**config.mk**
```make
export PLATFORM = sky130hd
export DESIGN_NAME = led_matrix_scan_capture
export DESIGN_NICKNAME = d
export VERILOG_FILES = /design/src/rtl/led_matrix_scan_capture.sv
export SDC_FILE = /design/constraint.sdc
export NUM_CORES = 1
export LEC_CHECK = 0
export CAP_MARGIN = 20
export CELL_PAD_IN_SITES_DETAIL_PLACEMENT = 1
export CELL_PAD_IN_SITES_GLOBAL_PLACEMENT = 1
export CORE_MARGIN = 5
export CORE_UTILIZATION = 51
export CTS_CLUSTER_SIZE = 8
export DETAILED_ROUTE_END_ITERATION = 6
export GPL_TIMING_DRIVEN = 0
export PLACE_DENSITY = 0.76
export SLEW_MARGIN = 20
export SYNTH_ARGS = -nofsm -noshare
export SYNTH_HDL_FRONTEND = slang
export SYNTH_SLANG_ARGS = --single-unit
```
**constraint.sdc**
```tcl
create_clock -name clk -period 6 [get_ports clk]
set_input_delay 0.6 -clock clk [delete_from_list [all_inputs] [get_ports clk]]
set_output_delay 0.6 -clock clk [all_outputs]
set_load 0.02 [all_outputs]
```
**src/rtl/led_matrix_scan_capture.sv**
```systemverilog
// led_matrix_scan_capture
//   Receiving end of the 8x8 red/green LED matrix scan bus. Watches the
//   multiplexed row scan and samples each row once it has been stable for
//   STABLE_CYCLES cycles. It rebuilds frames in order row 0..7 in a shadow
//   buffer and publishes each complete frame to a readable frame buffer. A
//   publish produces a one-cycle frame_valid pulse.
//
// Parameters
//   STABLE_CYCLES  identical bus cycles required before a row is sampled (1..15)
//   ROW_POL        1: active row bit is 1 (one-hot), 0: active bit is 0 (one-cold)
//
// Ports
//   clk          system clock (same domain as the scan driver)
//   rst          synchronous active-low reset
//   row          row select bus, bit i active selects row i
//   red, green   column data for the active row
//   rd_addr      frame-buffer read row index
//   rd_red       registered red bits of published row rd_addr (1-cycle latency)
//   rd_green     registered green bits of published row rd_addr (1-cycle latency)
//   frame_valid  one-cycle pulse per published frame
//   frame_cnt    published frame count, wraps 255->0
//   row_err      sticky error: illegal row pattern or out-of-sequence row
//   overlap      red&green overlap flag of the last published frame
//
// Optional feature macro: CAPTURE_OVERLAP_EN
//   Defined: overlap is registered at each publish as the OR over all rows of
//   (red & green). Undefined: overlap is tied to 0.

module led_matrix_scan_capture #(
  parameter int STABLE_CYCLES = 4,
  parameter int ROW_POL       = 1
) (
  input  logic       clk,
  input  logic       rst,
  input  logic [7:0] row,
  input  logic [7:0] red,
  input  logic [7:0] green,
  input  logic [2:0] rd_addr,
  output logic [7:0] rd_red,
  output logic [7:0] rd_green,
  output logic       frame_valid,
  output logic [7:0] frame_cnt,
  output logic       row_err,
  output logic       overlap
);

  typedef enum logic [0:0] {
    SYNC    = 1'b0,
    CAPTURE = 1'b1
  } state_t;

  localparam logic [3:0] STABLE_LAST = 4'(STABLE_CYCLES - 1);

  state_t      state, state_next;
  logic [2:0]  exp_row, exp_row_next;
  logic [23:0] bus_cur, bus_prev;
  logic [3:0]  stable_cnt, cnt_next;
  logic [7:0]  row_norm;
  logic        row_blank, row_one, row_multi;
  logic [2:0]  row_idx;
  logic        sample;
  logic        shadow_we, err_set, publish_set, publish_pend;

  logic [7:0]  shadow_red   [8];
  logic [7:0]  shadow_green [8];
  logic [7:0]  frame_red    [8];
  logic [7:0]  frame_green  [8];

  // Row decode: normalise polarity, classify blank / single / multiple active bits
  always_comb begin
    row_norm  = (ROW_POL != 0) ? row : ~row;
    row_blank = (row_norm == 8'd0);
    row_one   = !row_blank && ((row_norm & (row_norm - 8'd1)) == 8'd0);
    row_multi = !row_blank && !row_one;
    row_idx   = 3'd0;
    for (int i = 0; i < 8; i++) begin
      if (row_norm[i]) begin
        row_idx = 3'(i);
      end else begin
        row_idx = row_idx;
      end
    end
  end

  // Stability counter next value; the sample fires once, when the count reaches STABLE_LAST
  always_comb begin
    bus_cur  = {row, red, green};
    cnt_next = 4'd0;
    if (row_blank) begin
      cnt_next = 4'd0;
    end else if (bus_cur == bus_prev) begin
      // Saturate so a long hold never wraps back onto STABLE_LAST
      cnt_next = (stable_cnt == 4'd15) ? 4'd15 : stable_cnt + 4'd1;
    end else begin
      cnt_next = 4'd0;
    end
    sample = !row_blank && (cnt_next == STABLE_LAST);
  end

  // Frame-assembly FSM: next state, expected row and buffer control
  always_comb begin
    state_next   = state;
    exp_row_next = exp_row;
    shadow_we    = 1'b0;
    err_set      = 1'b0;
    publish_set  = 1'b0;
    if (sample && row_multi) begin
      err_set      = 1'b1;
      state_next   = SYNC;
      exp_row_next = 3'd0;
    end else if (sample && row_one) begin
      case (state)
        SYNC: begin
          if (row_idx == 3'd0) begin
            shadow_we    = 1'b1;
            exp_row_next = 3'd1;
            state_next   = CAPTURE;
          end else begin
            state_next = SYNC;
          end
        end
        CAPTURE: begin
          if (row_idx == exp_row) begin
            shadow_we = 1'b1;
            if (row_idx == 3'd7) begin
              publish_set  = 1'b1;
              exp_row_next = 3'd0;
              state_next   = SYNC;
            end else begin
              exp_row_next = exp_row + 3'd1;
            end
          end else begin
            err_set = 1'b1;
            // An out-of-order row 0 starts a fresh frame at once
            if (row_idx == 3'd0) begin
              shadow_we    = 1'b1;
              exp_row_next = 3'd1;
              state_next   = CAPTURE;
            end else begin
              exp_row_next = 3'd0;
              state_next   = SYNC;
            end
          end
        end
        default: begin
          exp_row_next = 3'd0;
          state_next   = SYNC;
        end
      endcase
    end else begin
      state_next = state;
    end
  end

  // State, capture, publish and read-port registers
  always_ff @(posedge clk) begin
    if (!rst) begin
      state        <= SYNC;
      exp_row      <= 3'd0;
      bus_prev     <= 24'd0;
      stable_cnt   <= 4'd0;
      publish_pend <= 1'b0;
      frame_valid  <= 1'b0;
      frame_cnt    <= 8'd0;
      row_err      <= 1'b0;
      rd_red       <= 8'd0;
      rd_green     <= 8'd0;
      for (int i = 0; i < 8; i++) begin
        shadow_red[i]   <= 8'd0;
        shadow_green[i] <= 8'd0;
        frame_red[i]    <= 8'd0;
        frame_green[i]  <= 8'd0;
      end
    end else begin
      state        <= state_next;
      exp_row      <= exp_row_next;
      bus_prev     <= bus_cur;
      stable_cnt   <= cnt_next;
      publish_pend <= publish_set;
      frame_valid  <= publish_pend;
      if (shadow_we) begin
        shadow_red[row_idx]   <= red;
        shadow_green[row_idx] <= green;
      end
      if (err_set) begin
        row_err <= 1'b1;
      end
      // Publish one edge after row 7 lands so the shadow copy includes row 7
      if (publish_pend) begin
        frame_cnt <= frame_cnt + 8'd1;
        for (int i = 0; i < 8; i++) begin
          frame_red[i]   <= shadow_red[i];
          frame_green[i] <= shadow_green[i];
        end
      end
      // Reads see the pre-publish contents during a publish edge
      rd_red   <= frame_red[rd_addr];
      rd_green <= frame_green[rd_addr];
    end
  end

`ifdef CAPTURE_OVERLAP_EN
  logic ovl_next;

  // Overlap of the shadow frame about to be published
  always_comb begin
    ovl_next = 1'b0;
    for (int i = 0; i < 8; i++) begin
      ovl_next = ovl_next | (|(shadow_red[i] & shadow_green[i]));
    end
  end

  // Overlap flag, refreshed at each publish
  always_ff @(posedge clk) begin
    if (!rst) begin
      overlap <= 1'b0;
    end else if (publish_pend) begin
      overlap <= ovl_next;
    end else begin
      overlap <= overlap;
    end
  end
`else
  assign overlap = 1'b0;
`endif

endmodule

```
==> impl_results.md, run 1 <==
* Flop pwr share at 49.2%
* Yosys top cell area share at roughly three fifths
* Mapped Avg Cell Area at ~15 um2
* Worst endpoint required time at roughly 6 ns
* Die Wd at about 170 um
* Worst Hold Class: in -> reg
* Synthesized flop and latch total at approximately 320
* Cell taking the most area after synthesis: edfxtp_1
* Die height at 170 um
* Max Root-Sink Buffers at 3
* Area grow syn2layout at 16.3%
* GPL Wtd Cong at 0.768
* Sw frac at between 20% and 30%
* Max_slew headroom at 25.9%
* Clock buffer count from CTS at between 40 and 50
* Cell variety after synth at 51
* Clock Tree Root: clkbuf_16
* Worst r2r src: bus_prev[4]
* Register area share after synthesis at 67.9%
* CTS H-tree lvls at 2
* Clock sink count at between 300 and 400
* Vias post-DR at roughly 7600
* Wire per inst at 24.1 um
* Synth top area cells: edfxtp_1 59%, and2_1 9.1%, dfxtp_1 9.0%, mux4_2 5.5%, and3_1 4.6%
* Non-filler instance count after layout at ~1300
* Fraction of layout cells with a size suffix above 1 at approximately an eighth
* Total track usage at roughly 23%
* Pin count of the biggest net entering global routing at 58
* Synth Cell Area at about 13000 um2
* Crit-path max FO at 16
* Unrepaired setup endpoints after global routing: false
* Fmax at about 250 MHz
* Max-slew violations at 0
* Die footprint at 28900 um2
* Input/output buffers at 31
* Crit share post-route at 67.5%
* Worst hold path startpoint: row[2]
* Detailed Place HPWL at 21800 um
* Post-synthesis async set-or-reset flop share at 0%
* Crit. End Element: flip-flop
* Minimum clock period at approximately 4 ns
* Clock power share at a little under half
* CP Class: in -> reg
* Vias per cell at roughly 5.7
* Final Hold Vio Count at 0
* Maximum vdd drop at approximately 0.00024 V
* Pre-Repair DR Iteration Count at 5
* Setup Viol. Count Final at 0
* Syn. warnings at 0
* Status: finished clean
* DRT iter0 DRCs at roughly 710
* Clock Latency Late Sink at around 0.54 ns
* Drt total wl at approximately 32000 um
* Switching pwr at ~0.0011 W
* Skew final at between 0.02 and 0.025 ns
* Congestion Overflow GR at 0
* First-pass GRT wire length at between 40000 and 50000 um
* Ant diodes at 0
* Synthesized net count at just over 900
* Final setup TNS at 0 ns
* Prevailing post-synth register cell: edfxtp_1
* Max_cap viols at 0
* Final nets at about 1000
* Leakage at around 5.7 nW
* Pint at about 0.0040 W
* Placed cells at 1259
* Row count at 58
* Io pins at 56
* Detailed-route DRC error count at 0
* Gate power share at about 5.4%
* Starting density of the core at 51.9%
* Post-synth EDFFs at 256
* Worst-Margin Slew at approximately 1.1 ns
* CTS Hold Buffers Added at 0
* Vias in the first global route at approximately 8200
* Mapped Cells at 893
* Post-DRT Antenna Nets at 0
* CTS tree: yes
* Post-CTS Resized at 0
* Post-synth top cells: 256 x edfxtp_1, 190 x and2_1, 97 x and3_1
* Core area at about 25000 um2
* Clock Pin Slew Worst Setup and Hold Paths at roughly 0.050 ns
* Antenna violations before repair at 0
* Startpoint types: primary input
* Launch point of the worst path: row[7]
* Post-CTS setup buffer count at 0
* Most common cell in the netlist: edfxtp_1
* Pwr dens at between 300 and 400 nW/um2
* Crit path DAT at 4.19 ns
* Hold slack at 0.426 ns
[metrics by stage]
stage	worst slack, ns	util, %	area (um2)	power, W
3_3_place_gp	-0.156	54.7	13800	0.00280
6_report	1.95	60.3	15200	0.00509
2_1_floorplan	1.60	-	13100	0.00270
3_5_place_dp	1.05	55.2	13900	0.00282
4_1_cts	1.61	60.3	15200	0.00513
5_1_grt	1.81	60.3	15200	0.00528
[cell usage in the layout, fill, tap and decap left out, types with 5 or more instances in the layout]
master,instances
a21oi_1,5
and2_1,190
and3_1,97
buf_1,9
buf_2,12
clkbuf_1,81
clkbuf_16,45
clkdlybuf4s50_1,31
dfxtp_1,59
edfxtp_1,256
mux2i_1,18
mux4_2,32
nand2_1,9
nand2b_1,8
nand4_1,9
nor2_1,13
nor2b_1,20
nor3_1,8
nor3_4,5
xnor2_1,28
[power by group through the flow]
stage	Clock (W)	Combinational [W]	Sequential, W
final	0.00232	0.000273	0.00250
after global routing	0.00248	0.000291	0.00251
after CTS	0.00235	0.000275	0.00250
after detailed placement	0	0.000274	0.00255
after global placement	0	0.000257	0.00254
after floorplan	0	0.000152	0.00255
[critical path, stage by stage]
cell             delay, ns
clkdlybuf4s50_1       0.57
buf_2                 0.29
xnor2_1               0.15
nand4_1               0.11
nor4_2                0.57
nand4_4               0.41
nor3b_4               0.57
nand2b_1              0.92
[sequential cells by signal, summed over array words and instances, names as in the netlist]
| name | flops |
|---|---|
| rd_green | 8 |
| frame_red | 64 |
| publish_pend | 1 |
| bus_prev | 24 |
| shadow_red | 64 |
| row_err | 1 |
| frame_cnt | 8 |
| stable_cnt | 4 |
| exp_row | 3 |
| frame_valid | 1 |
| state | 1 |
| frame_green | 64 |
| shadow_green | 64 |
| rd_red | 8 |
[path summary, 6_finish.rpt]
path                                           end  slack (ns)  depth (start not counted)
worst max-delay path            shadow_green[6][1]        1.95                          8
worst min register to register             row_err        0.47                          1
worst max register to register  shadow_green[6][1]        2.31                          6
worst min-delay path                  bus_prev[18]        0.43                          2
[cell type report]
class                      instances  area [um2]
sequential                       315        8870
clock inverter                     4        43.8
fill                            2348        9990
tap                              330         413
buffer                            72         292
inverter                           3        11.3
clock buffer                      78        1250
timing repair buffer              36         395
multi-input combinational        503        3920
[kinds of logic after synthesis]
logic type | count (synthesis) | synth area share (%)
AND/OR/NAND/NOR | 384 | 18.7
flip-flops | 315 | 67.9
buffers and inverters | 75 | 2.30
multiplexers | 50 | 6.90
AO/OA/AOI/OAI | 33 | 1.71
XOR/XNOR | 31 | 2.08
adder cells (fa/ha/maj) | 4 | 0.364
other | 1 | 0.0287
[layer usage]
layer  vias to the layer above  GRT usage, %  wire length, um
met4                         0          5.73              574
li1                       3426             -                -
met5                         -             0                0
met3                        44          3.93             2040
met2                       261          40.2            16600
met1                      3889          30.0            13200
(Power assumes the default switching activity.)
==> inputs of run 2 (changes only) <==
clock period = 4.11 ns   (was 6 ns; I/O delays follow)
==> run 2 against run 1 <==
  * Combinational power rose by 47%
  * Via count is 1.1% higher
  * Worst hold slack worse by 0.19 ns
  * Sequential power rose by 46%
  * Cell area rose by 0.38%
==> impl_results.md, run 2 (same netlist as run 1, synthesis figures left out) <==
* Most common cell after layout, fill and taps aside: edfxtp_1 (unchanged)
* Clock buffer count from CTS at 45 (unchanged)
* Final nets at 1009 (was 1008)
* CTS H-tree lvls at 2 (unchanged)
* Max_cap viols at 0 (unchanged)
* Clock Tree Root: clkbuf_16 (unchanged)
* Most frequent cells in the layout: 256 x edfxtp_1, 190 x and2_1, 97 x and3_1, 82 x clkbuf_1, 59 x dfxtp_1 (was 256 x edfxtp_1, 190 x and2_1, 97 x and3_1, 81 x clkbuf_1, 59 x dfxtp_1)
* Row count at 58 (unchanged)
* Die Wd at 170 um (unchanged)
* Congestion Overflow GR at 0 (unchanged)
* Die footprint at 28900 um2 (unchanged)
* Skew final at 0.0214 ns (was 0.0207 ns)
* Vias post-DR at 7701 (was 7620)
* Fillers at 2337 (was 2348)
* Antenna violations before repair at 2 (was 0)
* Status: finished clean (unchanged)
* Io pins at 56 (unchanged)
* Max_slew headroom at 25.8% (was 25.9%)
* Starting density of the core at 51.9% (unchanged)
* Detailed-route DRC error count at 0 (unchanged)
* Clock Pin Slew Worst Setup and Hold Paths at 0.05 ns (about the same)
* Core area at 25200 um2 (unchanged)
* Wire per inst at 24.9 um (was 24.1 um)
* Setup Viol. Count Final at 0 (unchanged)
* Buffers and inverters on the worst path at 2 (unchanged)
* Unrepaired setup endpoints after global routing: false (unchanged)
* Detailed Place HPWL at 21400 um (was 21800 um)
* Die height at 170 um (unchanged)
* Worst Hold Class: in -> reg (unchanged)
* Total track usage at 23.4% (was 22.9%)
* Crit path DAT at 4.02 ns (was 4.19 ns)
* Pin count of the biggest net entering global routing at 49 (was 58)
* Max-slew violations at 0 (unchanged)
* Area of placed instances at 13900 um2 (unchanged)
* Hold slack at 0.236 ns (was 0.426 ns)
* CP Class: in -> reg (unchanged)
* DRT iter0 DRCs at 619 (was 709)
* Startpoint types: primary input (unchanged)
* Clock Latency Late Sink at 0.55 ns (was 0.54 ns)
* Vias per cell at 5.73 (was 5.68)
* Worst path cell trace: clkdlybuf4s50_1, buf_2, xnor2_1, nand4_1, nor4_2, nand4_4, nor3_4, nand2b_1 (was clkdlybuf4s50_1, buf_2, xnor2_1, nand4_1, nor4_2, nand4_4, nor3b_4, nand2b_1)
* Crit-path leading delay family: simple AND/OR/NAND/NOR gates (unchanged)
* Worst-Margin Slew at 1.11 ns (about the same)
* Ant diodes at 0 (unchanged)
* Area grow syn2layout at 16.8% (was 16.3%)
* Overall Power at 0.00757 W (was 0.00509 W)
* Fraction of layout cells with a size suffix above 1 at 11.8% (was 11.9%)
* GPL Wtd Cong at 0.764 (was 0.768)
* Crit share post-route at between 90% and 100%
* Minimum clock period at approximately 3.9 ns
* Worst endpoint required time at 4.26 ns (was 6.14 ns)
* Slowest CP cell: nand2b_1 (unchanged)
* Max Root-Sink Buffers at 3 (unchanged)
* Leakage at 5.71 nW (was 5.69 nW)
* Design Area, Final at 15300 um2 (was 15200 um2)
* Crit. End Element: flip-flop (unchanged)
* Maximum vdd drop at 0.000258 V (was 0.000238 V)
* Drt total wl at 33400 um (was 32300 um)
* Final Hold Vio Count at 0 (unchanged)
* Vias in the first global route at 8212 (was 8249)
* Non-filler instance count after layout at 1343 (was 1341)
* Pre-Repair DR Iteration Count at 5 (unchanged)
* CTS tree: yes (unchanged)
* Critical Path Max Stage Delay at 0.90 ns (was 0.92 ns)
* Input/output buffers at 31 (unchanged)
* Post-DRT Antenna Nets at 0 (unchanged)
* Pwr dens at 496 nW/um2 (was 335 nW/um2)
* Fmax at between 200 and 300 MHz
* Clock sink count at 315 (unchanged)
* Placed cells at 1259 (unchanged)
* First-pass GRT wire length at 50400 um (was 49600 um)
* Crit-path max FO at 16 (unchanged)
[run 2: cell count changes in the layout (fill, tap and decap cells not counted), sizes merged]
cell / change
clkbuf: +3
buf: +2
inv: -3
[run 2: metrics by stage]
stage          setup TNS [ns]  util, %  setup slack [ns]
2_1_floorplan               0        -             0.455
3_5_place_dp           -50.36     55.2            -0.621
5_1_grt                     0     60.6            0.0308
6_report                    0     60.6             0.237
3_3_place_gp           -76.45     54.7             -1.03
4_1_cts                     0     60.5             0.305
[run 2: final cells by class]
class	instances	area [um2]	share of cell area [%]
plain buffers	72	290	1.90
repair buffers	37	410	2.69
well taps	330	413	2.71
clock buffers	82	1330	8.71
flip-flops and latches	315	8870	58.2
clock inverters	1	8.76	0.0574
inverters	3	11.3	0.0738
multi-input cells	503	3920	25.7
[run 2: final timing paths]
| kind | start | endpoint | slack (ns) | cells past startpoint |
|---|---|---|---|---|
| setup / recovery | row[7] | shadow_red[4][3] | 0.24 | 8 |
| hold / removal | row[2] | bus_prev[18] | 0.24 | 2 |
| setup reg to reg | bus_prev[0] | shadow_red[4][3] | 0.45 | 6 |
| hold reg to reg | row_err | row_err | 0.46 | 1 |
[run 2: power by group]
group	total (W)	switching (W)	internal, W
clock	0.00351	0.00135	0.00216
sequential	0.00366	0.0000498	0.00361
combinational	0.000401	0.000249	0.000152
[run 2: what timing repair did]
| action | in CTS | in global routing |
|---|---|---|
| hold buffers | 0 | 0 |
| endpoints found under the setup margin | 48 | 0 |
| buffers inserted | 0 | 0 |
| gates resized for setup | 1 | 0 |
[run 2: layer usage]
metal	share of wire [%]	routed length, um	GRT usage, %	up-vias
li1	-	-	-	3441
met3	5.8	1920	4.13	61
met1	41	13700	30.8	3933
met5	0.039	13	0	-
met2	51	17100	40.7	264
met4	2.1	709	6.11	2
==> inputs of run 3 (changes only) <==
CTS_CLUSTER_DIAMETER = 80   (was default)
==> run 3 against run 2 <==
  * Setup slack better by 0.17 ns
  * Combinational power fell by 1%
  * Register-to-register slack improved by 0.05 ns
  * Sequential power is essentially flat
  * Worst hold slack better by 0.0080 ns
  * Power fell by 1.8%
  * Count of clock-buffer cells in the layout decreased by 5
  * Clock skew decreased by 0.0096 ns
  * Largest power group unchanged
==> impl_results.md, run 3 (same netlist as run 1, synthesis figures left out) <==
* Io pins at 56 (unchanged)
* Startpoint types: primary input (unchanged)
* Worst-Margin Slew at 1.11 ns (about the same)
* Setup Viol. Count Final at 0 (unchanged)
* Crit. End Element: flip-flop (unchanged)
* Fmax at 270 MHz (was 258 MHz)
* Reg2reg end: shadow_green[7][5] (was shadow_red[4][3])
* Crit path DAT at 3.85 ns (was 4.02 ns)
* Congestion Overflow GR at 0 (unchanged)
* Final worst slack at 0.410 ns (was 0.237 ns)
* Final nets at 1008 (was 1009)
* CP Class: in -> reg (unchanged)
* Worst r2r path cells at 6 (unchanged)
* Fin util at 60.3% (was 60.6%)
* Status: finished clean (unchanged)
* Pin count of the biggest net entering global routing at 49 (unchanged)
* Drt total wl at 32800 um (was 33400 um)
* Pre-Repair DR Iteration Count at 5 (unchanged)
* Max Root-Sink Buffers at 3 (unchanged)
* DRT iter0 DRCs at 633 (was 619)
* Most frequent cells in the layout: 256 x edfxtp_1, 190 x and2_1, 97 x and3_1, 80 x clkbuf_1, 59 x dfxtp_1 (was 256 x edfxtp_1, 190 x and2_1, 97 x and3_1, 82 x clkbuf_1, 59 x dfxtp_1)
* Pwr dens at 490 nW/um2 (was 496 nW/um2)
* Vias per cell at 5.67 (was 5.73)
* Leakage at 5.67 nW (was 5.71 nW)
* Worst reg2reg setup slack at 0.50 ns (was 0.45 ns)
* Worst hold path startpoint: row[2] (unchanged)
* Clock Pin Slew Worst Setup and Hold Paths at 0.05 ns (about the same)
* GPL Wtd Cong at 0.764 (unchanged)
* Total track usage at 23.0% (was 23.4%)
* Maximum vdd drop at 0.000290 V (was 0.000258 V)
* Die Wd at 170 um (unchanged)
* Clock sink count at 315 (unchanged)
* Vias in the first global route at 8197 (was 8212)
* Area of placed instances at 13900 um2 (unchanged)
* Minimum clock period at 3.70 ns (was 3.87 ns)
* Die height at 170 um (unchanged)
* Row count at 58 (unchanged)
* Design Area, Final at 15200 um2 (was 15300 um2)
* Max_cap viols at 0 (unchanged)
* Max-slew violations at 0 (unchanged)
* Input/output buffers at 31 (unchanged)
* Crit-path max FO at 16 (unchanged)
* Clock Latency Late Sink at 0.53 ns (was 0.55 ns)
* Core area at 25200 um2 (unchanged)
* Detailed-route DRC error count at 0 (unchanged)
* Worst Hold Class: in -> reg (unchanged)
* First-pass GRT wire length at 49500 um (was 50400 um)
* Clock Tree Root: clkbuf_16 (unchanged)
* Vias post-DR at 7598 (was 7701)
* Dpl ws at -0.621 ns (unchanged)
* CTS tree: yes (unchanged)
* Detailed Place HPWL at 21400 um (unchanged)
* Unrepaired setup endpoints after global routing: false (unchanged)
* Hold slack at 0.244 ns (was 0.236 ns)
* Worst r2r src: bus_prev[0] (unchanged)
* Post-DRT Antenna Nets at 0 (unchanged)
* CTS H-tree lvls at 2 (unchanged)
* Non-filler instance count after layout at 1339 (was 1343)
* Skew final at 0.0118 ns (was 0.0214 ns)
* Placed cells at 1259 (unchanged)
* Crit share post-route at 90.0% (was 94.2%)
* Die footprint at 28900 um2 (unchanged)
* Most common cell after layout, fill and taps aside: edfxtp_1 (unchanged)
* Max_slew headroom at 26.3% (was 25.8%)
* Fraction of layout cells with a size suffix above 1 at 11.8% (about the same)
* Final Hold Vio Count at 0 (unchanged)
* Clock buffer count from CTS at 45 (unchanged)
* Antenna violations before repair at 0 (was 2)
* Worst endpoint required time at 4.26 ns (about the same)
* Hold Path End: bus_prev[18] (unchanged)
* Hold Crit Depth at 2 (unchanged)
* Starting density of the core at 51.9% (unchanged)
* Area grow syn2layout at 16.2% (was 16.8%)
* Wire per inst at 24.5 um (was 24.9 um)
* Ant diodes at 0 (unchanged)
* Post-CTS setup buffer count at 0 (unchanged)
[run 3: changes by cell type in the layout (fill, tap and decap cells not counted)]
cell,before,now
buf_1,10,11
buf_8,4,3
clkbuf_1,82,80
clkbuf_16,48,45
clkbuf_2,1,0
inv_4,0,1
inv_6,1,2
nand2b_1,8,6
nand2b_2,0,2
[run 3: power breakdown]
| part | switching, W | total, W | internal, W |
|---|---|---|---|
| clock | 0.00134 | 0.00338 | 0.00204 |
| sequential | 0.0000501 | 0.00366 | 0.00361 |
| combinational | 0.000247 | 0.000397 | 0.000151 |
[run 3: worst max-delay path, stage by stage]
cell	delay [ns]
clkdlybuf4s50_1	0.55
buf_2	0.28
xnor2_1	0.15
nand4_1	0.11
nor4_2	0.56
nand4_4	0.41
nor3_4	0.51
nand2b_1	0.85
[run 3: what timing repair did]
action,in CTS,in global routing
hold buffers,0,0
resized for setup,2,0
endpoints found under the setup margin,32,0
[run 3: worst max path at each step]
stage,start,to,slack [ns],depth (start not counted)
after CTS,row[7],shadow_red[7][4],0.03,8
after detailed placement,row[7],shadow_green[6][4],-0.62,8
final,row[7],shadow_green[7][5],0.41,8
after floorplan,row[3],shadow_green[1][0],0.45,7
after global routing,row[7],shadow_green[7][7],0.23,8
after global placement,row[7],shadow_green[3][2],-1.03,8
[run 3: through the flow]
step / power (W) / setup TNS, ns
finish: 0.00743 / 0
global route: 0.00767 / 0
CTS: 0.00749 / 0
detailed placement: 0.00411 / -50.36
global placement: 0.00408 / -76.45
floorplan: 0.00393 / 0
[run 3: layout make-up]
type / count / area [um2]
Clock buffer: 77 / 1250
Sequential cell: 315 / 8870
Inverter: 3 / 11.3
Multi-Input combinational cell: 503 / 3930
Fill cell: 2336 / 10000
Tap cell: 330 / 413
Clock inverter: 3 / 23.8
Timing Repair Buffer: 36 / 395
Buffer: 72 / 289
[run 3: metal layers]
layer / wire length (um) / share of wire (%) / GRT usage [%]
met1: 13300 / 41 / 29.9
met2: 16700 / 51 / 40.1
met3: 1940 / 5.9 / 3.72
met4: 793 / 2.4 / 6.91
met5: 0 / 0 / 0
